--- src/rtl/uart_pkg.sv ---
// Shared UART definitions: FSM states, 8N1 frame constants and the baud divisor.
// Used by the transmitter and the future receiver.
package uart_pkg;

    typedef enum logic [1:0] {
        ST_IDLE,
        ST_START,
        ST_DATA,
        ST_STOP
    } uart_state_e;

    localparam int unsigned UART_DATA_BITS = 8;
    localparam logic        UART_START_BIT = 1'b0;
    localparam logic        UART_STOP_BIT  = 1'b1;

    // Clock cycles per bit, truncated.
    function automatic int unsigned baud_div(input int unsigned clk_freq,
                                             input int unsigned baud_rate);
        return clk_freq / baud_rate;
    endfunction

endpackage

--- src/rtl/byte_fifo.sv ---
// Synchronous byte FIFO with registered count; head byte is visible on data_o
// without a pop, so the consumer loads it on the same edge it pops.
module byte_fifo #(
    parameter int unsigned DEPTH = 4
) (
    input  logic                     clk_i,
    input  logic                     reset_i,
    input  logic                     push_i,
    input  logic [7:0]               data_i,
    input  logic                     pop_i,
    output logic [7:0]               data_o,
    output logic                     full_o,
    output logic                     empty_o,
    output logic [$clog2(DEPTH):0]   count_o
);
    localparam int unsigned AW = $clog2(DEPTH);
    localparam logic [AW-1:0] PTR_ONE = AW'(1);
    localparam logic [AW:0]   CNT_ONE = (AW + 1)'(1);

    logic [7:0]    mem_q [DEPTH];
    logic [AW-1:0] wr_ptr_q, rd_ptr_q;
    logic [AW:0]   count_q;
    logic          do_push, do_pop;

    // A push while full is dropped even if a pop frees a slot on the same edge.
    assign do_push = push_i && !full_o;
    assign do_pop  = pop_i && !empty_o;

    always_ff @(posedge clk_i) begin
        if (reset_i) begin
            wr_ptr_q <= '0;
            rd_ptr_q <= '0;
            count_q  <= '0;
        end else begin
            if (do_push) wr_ptr_q <= wr_ptr_q + PTR_ONE;
            if (do_pop)  rd_ptr_q <= rd_ptr_q + PTR_ONE;
            case ({do_push, do_pop})
                2'b10:   count_q <= count_q + CNT_ONE;
                2'b01:   count_q <= count_q - CNT_ONE;
                default: count_q <= count_q;
            endcase
        end
    end

    always_ff @(posedge clk_i) begin
        if (do_push) mem_q[wr_ptr_q] <= data_i;
    end

    assign data_o  = mem_q[rd_ptr_q];
    assign full_o  = count_q[AW];
    assign empty_o = (count_q == '0);
    assign count_o = count_q;

endmodule

--- src/rtl/uart_tx.sv ---
// 8N1 UART transmitter: byte FIFO feeding a start/data/stop FSM with a
// down-counting baud timer. tx and busy are registered from the current state.
module uart_tx
    import uart_pkg::*;
#(
    parameter int unsigned CLK_FREQ   = 60000000,
    parameter int unsigned BAUD_RATE  = 115200,
    parameter int unsigned FIFO_DEPTH = 4
) (
    input  logic                          clk_i,
    input  logic                          reset_i,
    input  logic [7:0]                    wr_data_i,
    input  logic                          wr_en_i,
    output logic                          full_o,
    output logic [$clog2(FIFO_DEPTH):0]   count_o,
    output logic                          busy_o,
    output logic                          tx_o
);
    localparam int unsigned BAUD_DIV = baud_div(CLK_FREQ, BAUD_RATE);
    localparam int unsigned CW       = (BAUD_DIV > 1) ? $clog2(BAUD_DIV) : 1;
    localparam logic [CW-1:0] BAUD_RELOAD = CW'(BAUD_DIV - 1);
    localparam logic [CW-1:0] CNT_ONE     = CW'(1);
    localparam logic [2:0]    LAST_BIT    = 3'(UART_DATA_BITS - 1);

    uart_state_e   state_q, state_d;
    logic [CW-1:0] baud_cnt_q, baud_cnt_d;
    logic [2:0]    bit_idx_q, bit_idx_d;
    logic [7:0]    shift_q, shift_d;
    logic          tx_q, tx_d;
    logic          busy_q, busy_d;
    logic          pop;
    logic [7:0]    head;
    logic          fifo_empty;
    logic          bit_end;

    byte_fifo #(.DEPTH(FIFO_DEPTH)) u_fifo (
        .clk_i   (clk_i),
        .reset_i (reset_i),
        .push_i  (wr_en_i),
        .data_i  (wr_data_i),
        .pop_i   (pop),
        .data_o  (head),
        .full_o  (full_o),
        .empty_o (fifo_empty),
        .count_o (count_o)
    );

    assign bit_end = (baud_cnt_q == '0);

    always_comb begin
        state_d    = state_q;
        baud_cnt_d = baud_cnt_q;
        bit_idx_d  = bit_idx_q;
        shift_d    = shift_q;
        pop        = 1'b0;
        tx_d       = UART_STOP_BIT;
        busy_d     = (state_q != ST_IDLE) || !fifo_empty;
        if (state_q != ST_IDLE && !bit_end) baud_cnt_d = baud_cnt_q - CNT_ONE;

        case (state_q)
            ST_IDLE: begin
                if (!fifo_empty) begin
                    pop        = 1'b1;
                    shift_d    = head;
                    state_d    = ST_START;
                    baud_cnt_d = BAUD_RELOAD;
                end
            end
            ST_START: begin
                tx_d = UART_START_BIT;
                if (bit_end) begin
                    state_d    = ST_DATA;
                    bit_idx_d  = '0;
                    baud_cnt_d = BAUD_RELOAD;
                end
            end
            ST_DATA: begin
                tx_d = shift_q[0];
                if (bit_end) begin
                    shift_d    = {1'b0, shift_q[7:1]};
                    bit_idx_d  = bit_idx_q + 3'd1;
                    baud_cnt_d = BAUD_RELOAD;
                    if (bit_idx_q == LAST_BIT) state_d = ST_STOP;
                end
            end
            ST_STOP: begin
                // Chain straight into the next start bit when more bytes wait.
                if (bit_end) begin
                    baud_cnt_d = BAUD_RELOAD;
                    if (!fifo_empty) begin
                        pop     = 1'b1;
                        shift_d = head;
                        state_d = ST_START;
                    end else begin
                        state_d = ST_IDLE;
                    end
                end
            end
            default: state_d = ST_IDLE;
        endcase
    end

    always_ff @(posedge clk_i) begin
        if (reset_i) begin
            state_q    <= ST_IDLE;
            baud_cnt_q <= '0;
            bit_idx_q  <= '0;
            shift_q    <= '0;
            tx_q       <= 1'b1;
            busy_q     <= 1'b0;
        end else begin
            state_q    <= state_d;
            baud_cnt_q <= baud_cnt_d;
            bit_idx_q  <= bit_idx_d;
            shift_q    <= shift_d;
            tx_q       <= tx_d;
            busy_q     <= busy_d;
        end
    end

    assign tx_o   = tx_q;
    assign busy_o = busy_q;

endmodule

--- config.mk ---
export PLATFORM = sky130hd
export DESIGN_NAME = uart_tx
export DESIGN_NICKNAME = d
export VERILOG_FILES = /design/src/rtl/uart_pkg.sv /design/src/rtl/byte_fifo.sv /design/src/rtl/uart_tx.sv
export SDC_FILE = /design/constraint.sdc
export NUM_CORES = 1
export LEC_CHECK = 0
export ABC_AREA = 1
export ABC_CLOCK_PERIOD_IN_PS = 3100
export BUFFER_PORTS_ARGS = -buffer_cell sky130_fd_sc_hd__buf_2
export CELL_PAD_IN_SITES_DETAIL_PLACEMENT = 1
export CELL_PAD_IN_SITES_GLOBAL_PLACEMENT = 1
export CORE_MARGIN = 2
export CORE_UTILIZATION = 30
export DETAILED_ROUTE_END_ITERATION = 10
export GPL_TIMING_DRIVEN = 0
export PLACE_DENSITY_LB_ADDON = 0.1
export REMOVE_ABC_BUFFERS = 1
export SYNTH_ARGS = -nofsm -noshare
export SYNTH_HDL_FRONTEND = slang
export SYNTH_HIERARCHICAL = 1
export SYNTH_SLANG_ARGS = --single-unit
--- constraint.sdc ---
create_clock -name clk_i -period 3.1 [get_ports clk_i]
set_input_delay 0.62 -clock clk_i [delete_from_list [all_inputs] [get_ports clk_i]]
set_output_delay 0.62 -clock clk_i [all_outputs]
set_load 0.03 [all_outputs]
==> impl_metrics.ini <==
[status]
status = finished, final reports clean

[drt]
routed-via-count = 2216
drt-wirelength-per-cell_um = 13.29
first_pass_iters = 4
routed_wl_um = 6617
ant_nets = 0
via_per_inst = 4.450
drc = 0
initialDrtViolationCount = 60

[clocking]
hold_buffers = 0
clockBufferDepth = 2
clockRootBuffer = clkbuf_8
clock_latency_ns = 0.35
htree_levels = 3
cts_tree = done
clk_pin_slew_ns = 0.08
cts_made_buffers = 9
cts_setup_buffers = 0
cts.sinks = 66

[sta]
slew_headroom_pct = 46.39
clock_skew_ns = 0.006606
final-hold-violation-count = 0
timing.final.ws_setup_ns = 0.4232
drv_slew = 0
clock.fmax_ghz = 0.3736
worst_pin_slew_ns = 0.8012
rsz0062_at_grt = no
setup_viol = 0
tns_ns = 0
fin_crit_ns = 2.677
period_share_pct = 86.35

[power_and_ir_drop]
clockPowerShare_pct = 21.0
p_int_mw = 1.854
leakage_nw = 1.405
power_mw = 3.233
power.density_nw_per_um2 = 942.1
seqPwrFrac_pct = 38.1
p_sw_share_pct = 42.67
peakVddDrop_mv = 0.3114
power_switching_mw = 1.380
comb_power_share_pct = 40.9

[logic_synthesis]
synth_common_cells = nand2_1, nor2_1, dfxtp_1, inv_1, edfxtp_1
synthArstFlopShare_pct = 0
yosysTopAreaCellShare_pct = 31.58
ys_seq_area_share_pct = 53.95
syn_area_um2 = 3043
synth.distinct_cells = 29
synth_most_common_cell = nand2_1
synth_edf_count = 32
synth_flop_cell = dfxtp_1
syn_avg_cell_area_um2 = 8.924
syn-instance-count = 341
synth.largest_area_cell = edfxtp_1
ys_ff_latch = 66
synth_area_leaders = edfxtp_1, dfxtp_1, nand2_1
ys_warn_count = 6

[place]
hpwlAfterDp_um = 4557
gp_congestion = 0.7052
port_buffers = 16
dpl.cell_count = 482
dp_slack_ns = 0.1453

[floorplanning]
start_util_pct = 30.99
io_pins = 17
rows = 36
dieArea_um2 = 10960
die_h_um = 104.7
die_w_um = 104.7
core_region_area_um2 = 9819

[min_path]
hold_class = reg -> reg

[setup_path]
worstPathArrival_ns = 2.93
worstSetupEndpointType = flip-flop
start_kind = flip-flop
crit_fanout = 7
cp_data_required_time_ns = 3.35
crit_type = reg -> reg

[run]
cap_violations = 0

[cells_and_area]
drive_gt1_share_pct = 13.42
areaGrowthSynthToFinish_pct = 12.79
instances_no_fill = 498
diodes = 0
fill_cells = 1220
nets = 385

[global_route]
grt-ovfl-total = 0
grt_pass1_vias = 2272
grt_antenna_before_repair = 0
grt.total_usage_pct = 13.26
grt_pass1_wl_um = 11240
grt_start_max_net_pins = 19
-- metrics by stage --
step | area (µm²) | util, % | hold slack [ns]
after floorplan | 2985 | - | 0.4225
after global placement | 3232 | 32.91 | 0.4503
after detailed placement | 3232 | 32.91 | 0.4584
after CTS | 3420 | 34.82 | 0.4581
after global routing | 3432 | 34.95 | 0.4589
final | 3432 | 34.95 | 0.4619
-- power groups by stage --
| stage | clock network (mW) | registers [mW] | logic (mW) |
|---|---|---|---|
| 6_report | 0.681 | 1.23 | 1.32 |
| 5_1_grt | 0.760 | 1.26 | 1.54 |
| 4_1_cts | 0.721 | 1.23 | 1.33 |
| 3_5_place_dp | 0 | 1.25 | 1.32 |
| 3_3_place_gp | 0 | 1.25 | 1.30 |
| 2_1_floorplan | 0 | 1.28 | 0.940 |
-- cell families (layout without fill, tap and decap cells) --
group	count (synthesis)	in the layout	synth area share, %
flops	66	66	53.95
compound gates	65	65	11.92
xor+xnor	5	5	1.439
buf+inv	44	68	6.332
simple gates	147	147	20.35
fa+ha+maj	14	14	6.003
-- flip-flops by register name, summed over array words and instances, names as in the netlist, named ones only --
register,flops
u_fifo/rd_ptr_q,2
shift_q,8
bit_idx_q,3
state_q,2
tx_o,1
u_fifo/mem_q,32
busy_o,1
baud_cnt_q,10
u_fifo/count_o,3
u_fifo/wr_ptr_q,2
-- routing by layer --
layer	wire length [µm]	part of all wire (%)	GRT usage [%]	vias to the layer above
met4	104	1.6	5.048	0
met2	2996	45	20.40	16
met5	0	0	0	-
met3	164	2.5	4.679	7
met1	3351	51	17.12	1024
li1	-	-	-	1169
-- path summary, 6_finish.rpt --
check	slack [ns]	start	cells past startpoint	to
max reg2reg	0.42	baud_cnt_q[0]	19	u_fifo/count_o[2]
max	0.42	baud_cnt_q[0]	19	u_fifo/count_o[2]
min	0.46	bit_idx_q[0]	1	bit_idx_q[0]
min reg2reg	0.46	bit_idx_q[0]	1	bit_idx_q[0]
-- area by class of cell --
type	count	area, µm²	share of cell area [%]
inverters	36	135.1	3.937
clock buffers	10	137.6	4.010
repair buffers	16	80.08	2.333
well taps	133	166.4	4.849
flip-flops and latches	66	1642	47.83
clock inverters	6	50.05	1.458
multi-input cells	231	1221	35.58
-- cell usage in the layout (no fill, tap or decap), drive strengths merged --
| cell | n |
|---|---|
| o21ai | 31 |
| nand3b | 2 |
| and3 | 1 |
| fa | 1 |
| a211oi | 1 |
| nand4 | 1 |
| inv | 37 |
| clkbuf | 10 |
| o221ai | 1 |
| a21oi | 23 |
| xor2 | 5 |
| nor2 | 47 |
| edfxtp | 32 |
| o22ai | 8 |
| clkinvlp | 2 |
| o211ai | 1 |
| buf | 16 |
| nand3 | 16 |
| clkinv | 3 |
| ha | 13 |
| dfxtp | 34 |
| nand2 | 80 |
-- worst max-delay path, stage by stage, from the launching register on --
cell and delay, ns:
dfxtp_1 0.33, inv_2 0.12, ha_1 0.16, nand2_1 0.06
nor2_2 0.16, nand2_4 0.10, inv_1 0.08, nand2_1 0.09
a211oi_4 0.30, nand2_1 0.11, inv_1 0.10, ha_1 0.17
inv_1 0.07, fa_1 0.38, inv_1 0.07, nand2_1 0.04
nand3_1 0.08, nand2_1 0.05, nand2_1 0.06, nor2_1 0.04
-- timing repair --
item | 4_1_cts | 5_1_grt
setup endpoints to repair | 0 | 2
endpoints found under the hold margin | 0 | 0
resized for setup | 0 | 3
Note: power is estimated with default switching activity, not from simulation.
